[config.mk]
export PLATFORM = sky130hd
export DESIGN_NAME = addsub_serial
export DESIGN_NICKNAME = d
export VERILOG_FILES = /design/src/rtl/addsub_serial_pkg.sv /design/src/rtl/addsub_serial_digit_adder.sv /design/src/rtl/addsub_serial.sv
export SDC_FILE = /design/constraint.sdc
export NUM_CORES = 1
export LEC_CHECK = 0
export ABC_AREA = 1
export CORE_ASPECT_RATIO = 1.25
export CORE_MARGIN = 3
export CORE_UTILIZATION = 50
export DETAILED_ROUTE_END_ITERATION = 10
export GPL_TIMING_DRIVEN = 0
export PLACE_DENSITY = 0.82
export SLEW_MARGIN = 20
export SYNTH_ARGS = -nofsm -noshare
export SYNTH_HDL_FRONTEND = slang
export SYNTH_SLANG_ARGS = --single-unit
[constraint.sdc]
create_clock -name clk -period 2.08 [get_ports clk]
set_input_delay 0.624 -clock clk [delete_from_list [all_inputs] [get_ports clk]]
set_output_delay 0.624 -clock clk [all_outputs]
set_load 0.01 [all_outputs]
[src/rtl/addsub_serial_pkg.sv]
// Shared definitions for the serial add/subtract unit: op codes, FSM states,
// and a helper that sizes the digit counter.
package addsub_serial_pkg;

    localparam logic OP_ADD = 1'b0;
    localparam logic OP_SUB = 1'b1;

    typedef enum logic [1:0] {
        ST_IDLE = 2'd0,
        ST_RUN  = 2'd1,
        ST_DONE = 2'd2
    } state_t;

    // Counter must hold 0..n-1; a single-digit build still needs one bit.
    function automatic int cnt_width(input int n);
        return (n <= 1) ? 1 : $clog2(n);
    endfunction

endpackage

[src/rtl/addsub_serial_digit_adder.sv]
// DIGIT-wide ripple-carry slice built from single-bit full adders; the serial
// unit feeds it one digit of each operand per clock.
module full_adder (
    input  logic a,
    input  logic b,
    input  logic cin,
    output logic s,
    output logic cout
);
    assign s    = a ^ b ^ cin;
    assign cout = (a & b) | (cin & (a ^ b));
endmodule

module digit_adder #(
    parameter int DIGIT = 2
) (
    input  logic [DIGIT-1:0] A,
    input  logic [DIGIT-1:0] B,
    input  logic             Cin,
    output logic [DIGIT-1:0] Y,
    output logic             Cout
);
    logic [DIGIT:0] chain;

    assign chain[0] = Cin;

    for (genvar gi = 0; gi < DIGIT; gi++) begin : g_bit
        full_adder u_fa (
            .a    (A[gi]),
            .b    (B[gi]),
            .cin  (chain[gi]),
            .s    (Y[gi]),
            .cout (chain[gi+1])
        );
    end

    assign Cout = chain[DIGIT];
endmodule

[src/rtl/addsub_serial.sv]
// Multi-cycle two's-complement add/subtract, DIGIT bits per clock, with a
// valid/ready handshake and carry/ovf/zero flags. Saturation via ADDSUB_SAT_EN.
module addsub_serial
    import addsub_serial_pkg::*;
#(
    parameter int WIDTH = 8,
    parameter int DIGIT = 2
) (
    input  logic             clk,
    input  logic             reset,
    input  logic             in_valid,
    output logic             in_ready,
    input  logic             op,
    input  logic [WIDTH-1:0] A,
    input  logic [WIDTH-1:0] B,
    output logic             out_valid,
    input  logic             out_ready,
    output logic [WIDTH-1:0] Y,
    output logic             carry,
    output logic             ovf,
    output logic             zero,
    output logic             sat
);
    localparam int N  = WIDTH / DIGIT;
    localparam int CW = cnt_width(N);
    localparam logic [WIDTH-1:0] MIN_NEG = WIDTH'(1) << (WIDTH - 1);
    localparam logic [WIDTH-1:0] MAX_POS = ~MIN_NEG;

    if ((DIGIT < 1) || (DIGIT > WIDTH) || ((WIDTH % DIGIT) != 0)) begin : g_bad_cfg
        $error("addsub_serial: WIDTH must be a positive multiple of DIGIT");
    end

    state_t           state_reg;
    logic [WIDTH-1:0] a_reg;
    logic [WIDTH-1:0] b_reg;
    logic [WIDTH-1:0] sum_reg;
    logic             carry_reg;
    logic             op_reg;
    logic             a_msb_reg;
    logic             b_msb_reg;
    logic [CW-1:0]    cnt_reg;
    logic [WIDTH-1:0] y_reg;
    logic             flag_carry_reg;
    logic             flag_ovf_reg;
    logic             flag_zero_reg;
    logic             flag_sat_reg;
    logic             out_valid_reg;

    logic [DIGIT-1:0] slice_sum;
    logic             slice_cout;
    logic [WIDTH-1:0] sum_next;
    logic [WIDTH-1:0] y_next;
    logic             ovf_next;
    logic             sat_next;
    logic             last_digit;

    digit_adder #(.DIGIT(DIGIT)) u_digit_adder (
        .A    (a_reg[DIGIT-1:0]),
        .B    (b_reg[DIGIT-1:0]),
        .Cin  (carry_reg),
        .Y    (slice_sum),
        .Cout (slice_cout)
    );

    // Each new digit enters at the top so the LSB digit ends up at bit 0
    // after N shifts; the wide concatenation also covers the N==1 case.
    logic [WIDTH+DIGIT-1:0] sum_concat;
    assign sum_concat = {slice_sum, sum_reg};
    assign sum_next   = sum_concat[WIDTH+DIGIT-1:DIGIT];
    assign last_digit = (cnt_reg == CW'(N - 1));

    always_comb begin
        ovf_next = (a_msb_reg == b_msb_reg) && (sum_next[WIDTH-1] != a_msb_reg);
        y_next   = sum_next;
        sat_next = 1'b0;
`ifdef ADDSUB_SAT_EN
        if (ovf_next) begin
            y_next   = a_msb_reg ? MIN_NEG : MAX_POS;
            sat_next = 1'b1;
        end
`endif
    end

    always_ff @(posedge clk) begin
        if (reset) begin
            state_reg      <= ST_IDLE;
            a_reg          <= '0;
            b_reg          <= '0;
            sum_reg        <= '0;
            carry_reg      <= 1'b0;
            op_reg         <= 1'b0;
            a_msb_reg      <= 1'b0;
            b_msb_reg      <= 1'b0;
            cnt_reg        <= '0;
            y_reg          <= '0;
            flag_carry_reg <= 1'b0;
            flag_ovf_reg   <= 1'b0;
            flag_zero_reg  <= 1'b0;
            flag_sat_reg   <= 1'b0;
            out_valid_reg  <= 1'b0;
        end else begin
            case (state_reg)
                ST_IDLE: begin
                    if (in_valid) begin
                        // Subtraction is A + ~B + 1: invert B, seed carry with op.
                        a_reg     <= A;
                        b_reg     <= (op == OP_SUB) ? ~B : B;
                        carry_reg <= op;
                        op_reg    <= op;
                        a_msb_reg <= A[WIDTH-1];
                        b_msb_reg <= (op == OP_SUB) ? ~B[WIDTH-1] : B[WIDTH-1];
                        sum_reg   <= '0;
                        cnt_reg   <= '0;
                        state_reg <= ST_RUN;
                    end
                end
                ST_RUN: begin
                    a_reg     <= a_reg >> DIGIT;
                    b_reg     <= b_reg >> DIGIT;
                    sum_reg   <= sum_next;
                    carry_reg <= slice_cout;
                    cnt_reg   <= cnt_reg + CW'(1);
                    if (last_digit) begin
                        y_reg          <= y_next;
                        flag_carry_reg <= slice_cout ^ op_reg;
                        flag_ovf_reg   <= ovf_next;
                        flag_zero_reg  <= (y_next == '0);
                        flag_sat_reg   <= sat_next;
                        out_valid_reg  <= 1'b1;
                        state_reg      <= ST_DONE;
                    end
                end
                ST_DONE: begin
                    if (out_ready) begin
                        out_valid_reg <= 1'b0;
                        state_reg     <= ST_IDLE;
                    end
                end
                default: state_reg <= ST_IDLE;
            endcase
        end
    end

    assign in_ready  = (state_reg == ST_IDLE) && !reset;
    assign out_valid = out_valid_reg;
    assign Y         = y_reg;
    assign carry     = flag_carry_reg;
    assign ovf       = flag_ovf_reg;
    assign zero      = flag_zero_reg;
    assign sat       = flag_sat_reg;

endmodule

==> results.cfg, run 1 <==
[timing]
worst_slew_pin_slew_ns = 0.5307
fin_crit_sh_pct = 96.94
slew_viol_final = 0
period_needed_ns = 2.016
skew_ns = 0.01274
rsz0062_at_grt = no
fmax_ghz = 0.4960
finalSetupViolCount = 0
holdWs_ns = 0.4628
finalHoldViolCount = 0
relSlewSlack_pct = 64.62

[cts]
clk_pin_slew_ns = 0.07
clock-sinks = 42
clockRootBuffer = clkbuf_8
postCtsSetupRepairBufs = 0
ctsHoldBuffers = 0
clkLatencyLatePin_ns = 0.30
cts.path.max_buffers = 2
htree_levels = 2
cts-buffers-inserted = 5
cts_tree = yes
cts_resized = 9

[global_route]
grt.total_usage_pct = 19.59
antenna_found_initial = 0
grt_pass1_vias = 1596
grt_max_degree = 14
grt-ovfl-total = 0
grt_first_pass_wirelength_um = 6527

[layout]
layout_common_cells = nand2_1 (112), dfxtp_1 (42), clkdlybuf4s50_1 (31)
instances_no_fill = 354
diodes = 0
drive_gt1_share_pct = 7.619
nNetsFinal = 338
layout_commonest_cell = nand2_1
syn2layout_area_growth_pct = 28.02
final_area_mm2 = 0.002384

[synthesis]
yosysSeqAreaShare_pct = 45.16
syn_inst = 275
syn_nets = 299
ys_ff_latch = 42
synth.distinct_cells = 22
syn_area_per_cell_um2 = 6.770
yosysWarnings = 0
synthesis.area_mm2 = 0.001862

[detailed_routing]
post_drt_wl_per_cell_um = 11.30
drc = 0
routed_wirelength_um = 4001
ant_nets = 0
firstDrtPassIters = 4
dr_total_vias = 1781
drtIter0Drc = 58
routed_via_density = 5.031

[min_path]
min_from = Y[0]$_SDFFE_PP0P_
hold_depth = 2
worstHoldPathType = register to register
min_to = Y[0]$_SDFFE_PP0P_

[floorplanning]
die_x_um = 60.58
initial_core_util_pct = 52.54
coreArea_mm2 = 0.003543
ios = 35
fp.dieArea_mm2 = 0.004497
num_rows = 24
fp.dieH_um = 74.23

[worst_setup_path]
cp_max_fo = 11
setup.worst_path.start = reset
crit_arrival_ns = 1.39
rr_startpoint = carry_reg$_SDFFE_PP0P_
rr_endpoint = ovf$_SDFFE_PP0P_
r2r_setup_slack_ns = 0.27
cp.required_ns = 1.46
critPathMaxStageDelay_ns = 0.27
cp-start-kind = input pin
cp-end-kind = primary output
r2r.worst_path.cells = 8
crit_path_cell_trace = buf_2 -> clkbuf_8 -> nor2_1 -> dlygate4sd2_1
crit_type = input pin to primary output
critPathSlowestCell = dlygate4sd2_1

[placement]
place_inst = 347
hpwlAfterDp_um = 2904
place_area_mm2 = 0.002241
port_buffers = 33
gp_congestion = 0.8367

[run_status]
outcome = finished, final reports clean

[run]
drv_cap = 0

[power]
p_leak_nw = 1.092
power_density_mw_per_mm2 = 791.5
peakVddDrop_v = 0.0006151
power.total_mw = 1.887
==> cell families after synthesis <==
family                   Yosys count  synth area share [%]
buffers and inverters             39                 8.669
AO/OA/AOI/OAI                     40                 11.29
flip-flops                        42                 45.16
XOR/XNOR                           2                0.9410
other                              1                0.2014
AND/OR/NAND/NOR                  148                 30.91
adder cells (fa/ha/maj)            3                 2.823
==> how the worst max path moves through the flow <==
stage / slack (ns) / endpoint
final: 0.06 / in_ready
after global routing: 0.03 / in_ready
after CTS: 0.07 / in_ready
after detailed placement: -1.04 / in_ready
after global placement: -1.06 / in_ready
after floorplan: 0.16 / in_ready
==> power breakdown <==
part / switching [mW] / internal [mW] / total [mW]
logic: 0.134 / 0.101 / 0.235
registers: 0.0234 / 0.840 / 0.864
clock network: 0.276 / 0.512 / 0.788
total: 0.434 / 1.45 / 1.89
==> metrics by stage <==
step / utilization [%] / worst slack [ns] / setup TNS [ns]
6_report: 67.27 / 0.06367 / 0
5_1_grt: 67.27 / 0.02534 / 0
4_1_cts: 67.27 / 0.07052 / 0
3_5_place_dp: 63.24 / -1.037 / -2.098
3_3_place_gp: 63.24 / -1.056 / -2.294
2_1_floorplan: - / 0.1639 / 0
==> final cells by class <==
| cell class | instances | area [µm²] |
|---|---|---|
| fill | 328 | 1160 |
| buffer | 11 | 66.31 |
| tap | 39 | 48.80 |
| clock buffer | 6 | 82.58 |
| inverter | 27 | 101.3 |
| clock inverter | 2 | 60.06 |
| multi-input combinational | 194 | 859.6 |
| timing repair buffer | 33 | 324.1 |
| sequential | 42 | 840.8 |
==> cells in the mapped netlist (all sizes together) <==
library cell | number | area share (%)
o21a | 2 | 0.81
nor2 | 24 | 5.0
nand2 | 112 | 23
a31oi | 1 | 0.34
ha | 1 | 0.67
fa | 2 | 2.2
o21ai | 10 | 2.9
inv | 27 | 5.4
xnor2 | 1 | 0.47
xor2 | 1 | 0.47
nor3 | 1 | 0.27
dfxtp | 42 | 45
nand3 | 10 | 2.7
buf | 8 | 2.4
nand3b | 1 | 0.40
a21oi | 27 | 7.3
conb | 1 | 0.20
clkbuf | 4 | 0.81
==> routing by layer <==
metal / part of all wire [%] / vias to the layer above / track usage [%]
met4: 2.7 / 0 / 11.33
li1: - / 928 / -
met1: 41 / 804 / 20.06
met3: 4.7 / 8 / 6.771
met2: 52 / 41 / 33.89
met5: 0 / - / 0
==> critical path: cells and delay by family <==
family                 cells  cell delay, ns
buffers and inverters      3            0.71
and+or+nand+nor            1            0.05
Note: power is estimated with default switching activity, not from simulation.
==> run 2: changes to the inputs <==
--- a/config.mk
+++ b/config.mk
@@ -9,9 +9,11 @@
 export CORE_ASPECT_RATIO = 1.25
 export CORE_MARGIN = 3
 export CORE_UTILIZATION = 50
+export CTS_CLUSTER_DIAMETER = 50
 export DETAILED_ROUTE_END_ITERATION = 10
 export GPL_TIMING_DRIVEN = 0
 export PLACE_DENSITY = 0.82
+export SKIP_LAST_GASP = 1
 export SLEW_MARGIN = 20
 export SYNTH_ARGS = -nofsm -noshare
 export SYNTH_HDL_FRONTEND = slang
==> results of run 2 <==
Same layout as run 1: the final DEF is identical, and so are final timing and power.
